File: src/rtl/mem_port.sv
// mem_port: memory-access stage of the multi-cycle RISC-V core (request/ack bus, IR/OldPC/Data).
// Optional sub-word (byte/halfword) data accesses are enabled by defining MEM_PORT_SUBWORD_EN.
module mem_port #(
  parameter logic [31:0] RESET_IR       = 32'h0000_0013,
  parameter int unsigned TIMEOUT_CYCLES = 255
) (
  input  logic        clk,
  input  logic        rst,
  input  logic [31:0] adr_i,
  input  logic [31:0] wdata_i,
  input  logic [31:0] pc_i,
  input  logic [2:0]  funct3_i,
  input  logic        mem_read_i,
  input  logic        mem_write_i,
  input  logic        ir_write_i,
  output logic        stall_o,
  output logic [31:0] instr_o,
  output logic [31:0] old_pc_o,
  output logic [31:0] data_o,
  output logic        misalign_o,
  output logic        bus_err_o,
  output logic        bus_req_o,
  output logic        bus_we_o,
  output logic [31:0] bus_addr_o,
  output logic [31:0] bus_wdata_o,
  output logic [3:0]  bus_be_o,
  input  logic [31:0] bus_rdata_i,
  input  logic        bus_ack_i
);

  typedef enum logic [1:0] {IDLE, BUSY, DONE} state_t;

  localparam logic [7:0] TIMEOUT_LAST = 8'(TIMEOUT_CYCLES - 1);

  state_t      state, state_nxt;
  logic        req, is_fetch, misaligned, timeout;
  logic [7:0]  cnt;
  logic [31:0] fetch_pc;
  logic        acc_fetch, acc_write;
  logic [3:0]  be_nxt;
  logic [31:0] wdata_nxt, load_val;

  assign req      = mem_read_i | mem_write_i;
  assign is_fetch = ir_write_i & ~mem_write_i;
  assign stall_o  = req & (state != DONE) & ~rst;
  assign timeout  = (cnt == TIMEOUT_LAST);

`ifdef MEM_PORT_SUBWORD_EN
  logic [2:0] acc_funct3;
  logic [1:0] acc_off;
  logic [31:0] lane;

  // Fetches are always full words; data accesses take their size from funct3.
  always_comb begin
    // NOTE: every signal gets a default first so no path leaves it unassigned (no latch).
    be_nxt     = 4'hF;
    wdata_nxt  = wdata_i;
    misaligned = |adr_i[1:0];
    if (!is_fetch) begin
      case (funct3_i[1:0])
        2'b00: begin
          be_nxt     = 4'b0001 << adr_i[1:0];
          wdata_nxt  = {4{wdata_i[7:0]}};
          misaligned = 1'b0;
        end
        2'b01: begin
          be_nxt     = 4'b0011 << adr_i[1:0];
          wdata_nxt  = {2{wdata_i[15:0]}};
          misaligned = adr_i[0];
        end
        default: ;
      endcase
    end
  end

  assign lane = bus_rdata_i >> {acc_off, 3'b000};

  always_comb begin
    case (acc_funct3)
      3'b000:  load_val = {{24{lane[7]}}, lane[7:0]};
      3'b001:  load_val = {{16{lane[15]}}, lane[15:0]};
      3'b100:  load_val = {24'h0, lane[7:0]};
      3'b101:  load_val = {16'h0, lane[15:0]};
      default: load_val = bus_rdata_i;
    endcase
  end
`else
  logic unused_funct3;

  assign be_nxt        = 4'hF;
  assign wdata_nxt     = wdata_i;
  assign misaligned    = |adr_i[1:0];
  assign load_val      = bus_rdata_i;
  assign unused_funct3 = ^funct3_i;
`endif

  always_comb begin
    state_nxt = state;
    case (state)
      IDLE:    if (req) state_nxt = misaligned ? DONE : BUSY;
      BUSY:    if (bus_ack_i || timeout) state_nxt = DONE;
      DONE:    state_nxt = IDLE;
      default: state_nxt = IDLE;
    endcase
  end

  // NOTE: sequential state uses non-blocking assignments so every flop samples pre-edge values.
  always_ff @(posedge clk) begin
    if (rst) state <= IDLE;
    else     state <= state_nxt;
  end

  always_ff @(posedge clk) begin
    if (rst) begin
      instr_o     <= RESET_IR;
      old_pc_o    <= '0;
      data_o      <= '0;
      misalign_o  <= 1'b0;
      bus_err_o   <= 1'b0;
      bus_req_o   <= 1'b0;
      bus_we_o    <= 1'b0;
      bus_addr_o  <= '0;
      bus_wdata_o <= '0;
      bus_be_o    <= '0;
      cnt         <= '0;
      fetch_pc    <= '0;
      acc_fetch   <= 1'b0;
      acc_write   <= 1'b0;
`ifdef MEM_PORT_SUBWORD_EN
      acc_funct3  <= '0;
      acc_off     <= '0;
`endif
    end else begin
      misalign_o <= 1'b0;
      bus_err_o  <= 1'b0;
      case (state)
        IDLE: begin
          if (req && misaligned) begin
            misalign_o <= 1'b1;
          end else if (req) begin
            bus_req_o   <= 1'b1;
            bus_we_o    <= mem_write_i;
            bus_addr_o  <= {adr_i[31:2], 2'b00};
            bus_wdata_o <= wdata_nxt;
            bus_be_o    <= be_nxt;
            cnt         <= '0;
            fetch_pc    <= pc_i;
            acc_fetch   <= is_fetch;
            acc_write   <= mem_write_i;
`ifdef MEM_PORT_SUBWORD_EN
            acc_funct3  <= funct3_i;
            acc_off     <= adr_i[1:0];
`endif
          end
        end
        BUSY: begin
          if (bus_ack_i) begin
            bus_req_o <= 1'b0;
            bus_we_o  <= 1'b0;
            if (!acc_write && acc_fetch) begin
              instr_o  <= bus_rdata_i;
              old_pc_o <= fetch_pc;
            end else if (!acc_write) begin
              data_o <= load_val;
            end
          end else begin
            cnt <= cnt + 8'd1;
            // Abandon the access; a late ack will land in DONE/IDLE and be ignored.
            if (timeout) begin
              bus_req_o <= 1'b0;
              bus_we_o  <= 1'b0;
              bus_err_o <= 1'b1;
            end
          end
        end
        default: ;
      endcase
    end
  end

endmodule

File: config.mk
export PLATFORM = sky130hd
export DESIGN_NAME = mem_port
export DESIGN_NICKNAME = d
export VERILOG_FILES = /design/src/rtl/mem_port.sv
export SDC_FILE = /design/constraint.sdc
export NUM_CORES = 1
export LEC_CHECK = 0
export CAP_MARGIN = 20
export CORE_ASPECT_RATIO = 1.4
export CORE_MARGIN = 2
export CORE_UTILIZATION = 49
export CTS_BUF_LIST = sky130_fd_sc_hd__clkbuf_8
export CTS_CLUSTER_DIAMETER = 150
export DETAILED_ROUTE_END_ITERATION = 7
export PLACE_DENSITY = 0.95
export SETUP_SLACK_MARGIN = 0.02
export SYNTH_ARGS = -nofsm -noshare
export SYNTH_HDL_FRONTEND = slang
export SYNTH_SLANG_ARGS = --single-unit
File: constraint.sdc
create_clock -name clk -period 3 [get_ports clk]
set_clock_uncertainty 0.05 [all_clocks]
set_input_delay 0.6 -clock clk [delete_from_list [all_inputs] [get_ports clk]]
set_output_delay 0.6 -clock clk [all_outputs]
set_load 0.005 [all_outputs]
# ---- Word-level counts from Yosys, hierarchy flattened
# Cells that the tools add are included.
dict set report totals {
  ff_bits 207
  input_bits 137
  out_inout_bits 169
  wordCells 68
}
dict set report classes {
  add_sub_neg 1
  n_eq_ne 8
  n_mux 18
  bitwise_logic 11
  reduce_logical 15
}
# op n
set ops {}
lappend ops {{$mux W8} 3}
lappend ops {{$pmux W8 S2} 1}
lappend ops {{$reduce_and A4 Y1} 3}
lappend ops {{$ne A2 B2 Y1 const B} 5}
lappend ops {{$add A8 B1 Y8 const B} 1}
lappend ops {{$eq A8 B8 Y1 const B} 1}
lappend ops {{$mux W1} 8}
lappend ops {{$not A1 Y1} 7}
lappend ops {{$mux W2} 3}
lappend ops {{$reduce_and A3 Y1} 2}
lappend ops {{$pmux W1 S2} 2}
lappend ops {{$pmux W2 S2} 1}
lappend ops {{$reduce_or A2 Y1} 2}
lappend ops {{$and A1 B1 Y1} 3}
lappend ops {{$ne A3 B3 Y1 const B} 1}
lappend ops {{$reduce_or A3 Y1} 1}
lappend ops {{$eq A2 B1 Y1 const B} 1}
lappend ops {{$logic_and A1 B1 Y1} 2}
lappend ops {{$logic_not A2 Y1} 1}
lappend ops {{$reduce_and A2 Y1} 1}
lappend ops {{$reduce_bool A2 Y1} 1}
lappend ops {{$logic_not A1 Y1} 1}
lappend ops {{$logic_or A1 B1 Y1} 1}
lappend ops {{$or A1 B1 Y1} 1}

# ---- Depth between registers and ports, before layout
# Gate-level depths: netlist of run 1.
dict set report depth {
  depth_word 4
  ltp_mapped 7
  depth_no_buf 5
}

# ---- Least setup slack after synthesis of run 1
# OpenSTA, ideal clock, no wires.
dict set report synth_timing {
  path_type {input -> output}
  from {in mem_write_i}
  to {out stall_o}
  arrival_time_ps 1304
  required_time_ps 2350
  slack_ps 1046
  cell_stages 4
  path_buffers 2
  path_cell_list {nor2_1 -> clkbuf_1 -> clkbuf_1 -> nor3_1}
}
dict set report synth_between {
  elab_chain_cells 3
}
# element line
set synth_lines {}
lappend synth_lines {{start, declared} 14} ;# input logic mem_write_i,
lappend synth_lines {{$or A1 B1 Y1} 43} ;# assign req = mem_read_i | mem_write_i;
lappend synth_lines {{$and A1 B1 Y1 (2 in a row)} 45} ;# assign stall_o = req & (state != DONE) & ~rst;
lappend synth_lines {{end, declared} 16} ;# output logic stall_o,
# No other way between the ends.

# ---- Worst setup path in the final report of run 1
# Same ends and word-level chain as after synthesis.

==> run metrics, run 1 <==
post-CTS setup buffer count 0; final worst-path setup slack 0.324 ns; CP Launch Type primary input; num ports 306; Detail Route Antenna Nets 0; Die ar. 0.0172 mm2; Final Setup Violations 0; leak pwr 3.81 nW; die span in x 112 um; Pwr per Cell Area 499 mW/mm2; vias after detailed routing 8,329; Post-synth EDFFs 0; max-slew violation count 0; most common cell after layout, fill and taps aside clkdlybuf4s50_1; first-pass GRT wire length 40,900 um; Arr. time, crit path 2.03 ns; outcome completed; H-tree depth 1; area occupied by multi-input gates 0.00335 mm2; syn avg cell area 8.23 um2; Finished Core Util 72.4%; DRT Pass-1 Iters 6; clock buffer depth 3; Worst-path clk slew 0.06 ns; CP max FO 5; final period utilization 89.2%; Max-slew headroom 38.2%; fin crit period 2.68 ns; unrepaired setup endpoints after global routing no; Total Wirelength 25,700 um; DR iter-0 viols 900; uppermost layer routed met4; setup tns final 0 ns; WL per Instance 18.1 um; Vias/cell 5.87; die height 155 um; root buf cell clkbuf_8; WS Path Type primary input to output port; worst-skew pair later-pin latency 0.54 ns; Place WS 0.342 ns; WL met2 12,800 um; FP Rows 55; commonest non-fill, non-tap cells in the layout clkdlybuf4s50_1 (299), dfxtp_1 (206), a21oi_1 (199); cts repair resizes 0; WL met1 9130 um; Hold WC Path Type register to register; Final Cell Area 0.0116 mm2; # DRC 0; CTS sink cnt 207; Mapped Cells 964; vias in the first global route 8,184; ant diodes 0; Hold Vio Cnt, Final 0; Max Cap Viol 0; Unique masters post-synth 40; Main synth FF type dfxtp_1; Starting Density 49.5%; Post-CTS Hold Fix Bufs 0; CTS Buf Count 31; largest net degree at the start of global routing 204; Placer Congestion 0.833; number of port buffers 300; CP Capture Type output port; post-placement cell area 0.0110 mm2; yosys warns 0; Async S/R FF share, synth 0%; HPWL after detailed placement 16,200 um; synthesized cell area 0.00793 mm2; # fillers 1,157; Critical Path RT 2.35 ns; register bit total from synthesis 207; Final nets 1,336; initial antenna violation count 2; GRT Util Overall 28.4%; maximum vdd drop 444 uV; Routed met3 length 2150 um; register area 0.00415 mm2; core area 0.0160 mm2; Fmax achieved 374 MHz; register area share after synthesis 52.2%; worst slew pin tran 0.927 ns; layout cells sized above 1 5.98%; CTS tree built; Layout area overhead 46.4%; GRT overflow 0
## final cells by class
cell class,count,area share (%)
Clock buffer,43,5.10
Clock inverter,13,0.463
Inverter,3,0.0970
Multi-Input combinational cell,638,28.8
Sequential cell,207,35.7
Tap cell,199,2.14
Timing Repair Buffer,316,27.7
## where the power goes
part	switching (mW)	internal (mW)
Combinational	0.288	0.320
Clock	1.06	1.26
Sequential	0.0417	2.82
Total	1.39	4.40
## flip-flops by register name, summed over array words and instances (netlist names)
register     count
bus_err_o        1
cnt              8
bus_req_o        1
bus_wdata_o     32
acc_write        1
old_pc_o        32
fetch_pc        32
misalign_o       1
bus_be_o         1
data_o          32
state            2
bus_we_o         1
acc_fetch        1
bus_addr_o      30
instr_o         32
## logic make-up (layout without fill, tap and decap cells)
family	after synthesis	in the layout	share of synthesized area, %
and+or+nand+nor	228	228	15.0
AOI/OAI and AO/OA	405	405	26.0
buffers and inverters	120	375	6.22
adders and majority gates	2	2	0.315
xor gates and xnor gates	1	1	0.110
DFF	207	207	52.2
other	1	2	0.0473
## final timing paths
| check | slack [ns] | to | startpoint | cells after the start |
|---|---|---|---|---|
| max | 0.32 | stall_o | mem_write_i | 4 |
| min | 0.41 | old_pc_o[24]$_SDFFE_PP0P_ | fetch_pc[24]$_SDFFE_PP0P_ | 2 |
| max reg2reg | 0.88 | fetch_pc[21]$_SDFFE_PP0P_ | state[0]$_SDFFE_PP0P_ | 4 |
| min reg2reg | 0.41 | old_pc_o[24]$_SDFFE_PP0P_ | fetch_pc[24]$_SDFFE_PP0P_ | 2 |
## worst max-delay path: stages
cell and delay (ns):
clkdlybuf4s50_1 0.60, nor2_4 0.07, nor3_1 0.21, clkdlybuf4s50_1 0.55
## synthesized netlist by cell type, types with 4 or more instances
cell	instances	area (um2)
o21ai_0	191	956
nor2_1	5	18.8
clkbuf_1	89	334
buf_2	13	65.1
a21oi_1	199	996
dfxtp_1	207	4140
buf_1	9	33.8
buf_4	5	37.5
or3_1	4	25.0
nand2_1	5	18.8
nand3_1	191	956
## layer usage
| metal | up-vias | GRT usage, % |
|---|---|---|
| met5 | - | 0 |
| met4 | 0 | 15.6 |
| met3 | 111 | 7.41 |
| met2 | 411 | 49.7 |
| met1 | 3885 | 31.3 |
| li1 | 3922 | - |
## per-stage QoR
stage / std cells / hold slack (ns) / power, mW
detailed placement: 1363 / 0.402 / 3.52
global route: 1419 / 0.424 / 6.00
floorplan: 965 / 0.390 / 3.15
global placement: 1363 / 0.393 / 3.50
CTS: 1419 / 0.411 / 5.83
finish: 1419 / 0.412 / 5.79
Power figures use the tool's default switching activity.
==> inputs of run 2 (changes only) <==
--- a/config.mk
+++ b/config.mk
@@ -12,6 +12,7 @@
 export CTS_BUF_LIST = sky130_fd_sc_hd__clkbuf_8
 export CTS_CLUSTER_DIAMETER = 150
 export DETAILED_ROUTE_END_ITERATION = 7
+export HOLD_SLACK_MARGIN = 0.08
 export PLACE_DENSITY = 0.95
 export SETUP_SLACK_MARGIN = 0.02
 export SYNTH_ARGS = -nofsm -noshare
==> results of run 2 <==
Same layout as run 1: the final DEF is identical, and so are final timing and power.
==> inputs of run 3 (changes only) <==
--- a/config.mk
+++ b/config.mk
@@ -15,6 +15,7 @@
 export HOLD_SLACK_MARGIN = 0.08
 export PLACE_DENSITY = 0.95
 export SETUP_SLACK_MARGIN = 0.02
+export SLEW_MARGIN = 20
 export SYNTH_ARGS = -nofsm -noshare
 export SYNTH_HDL_FRONTEND = slang
 export SYNTH_SLANG_ARGS = --single-unit
==> results of run 3 <==
Same layout as run 1: the final DEF is identical, and so are final timing and power.
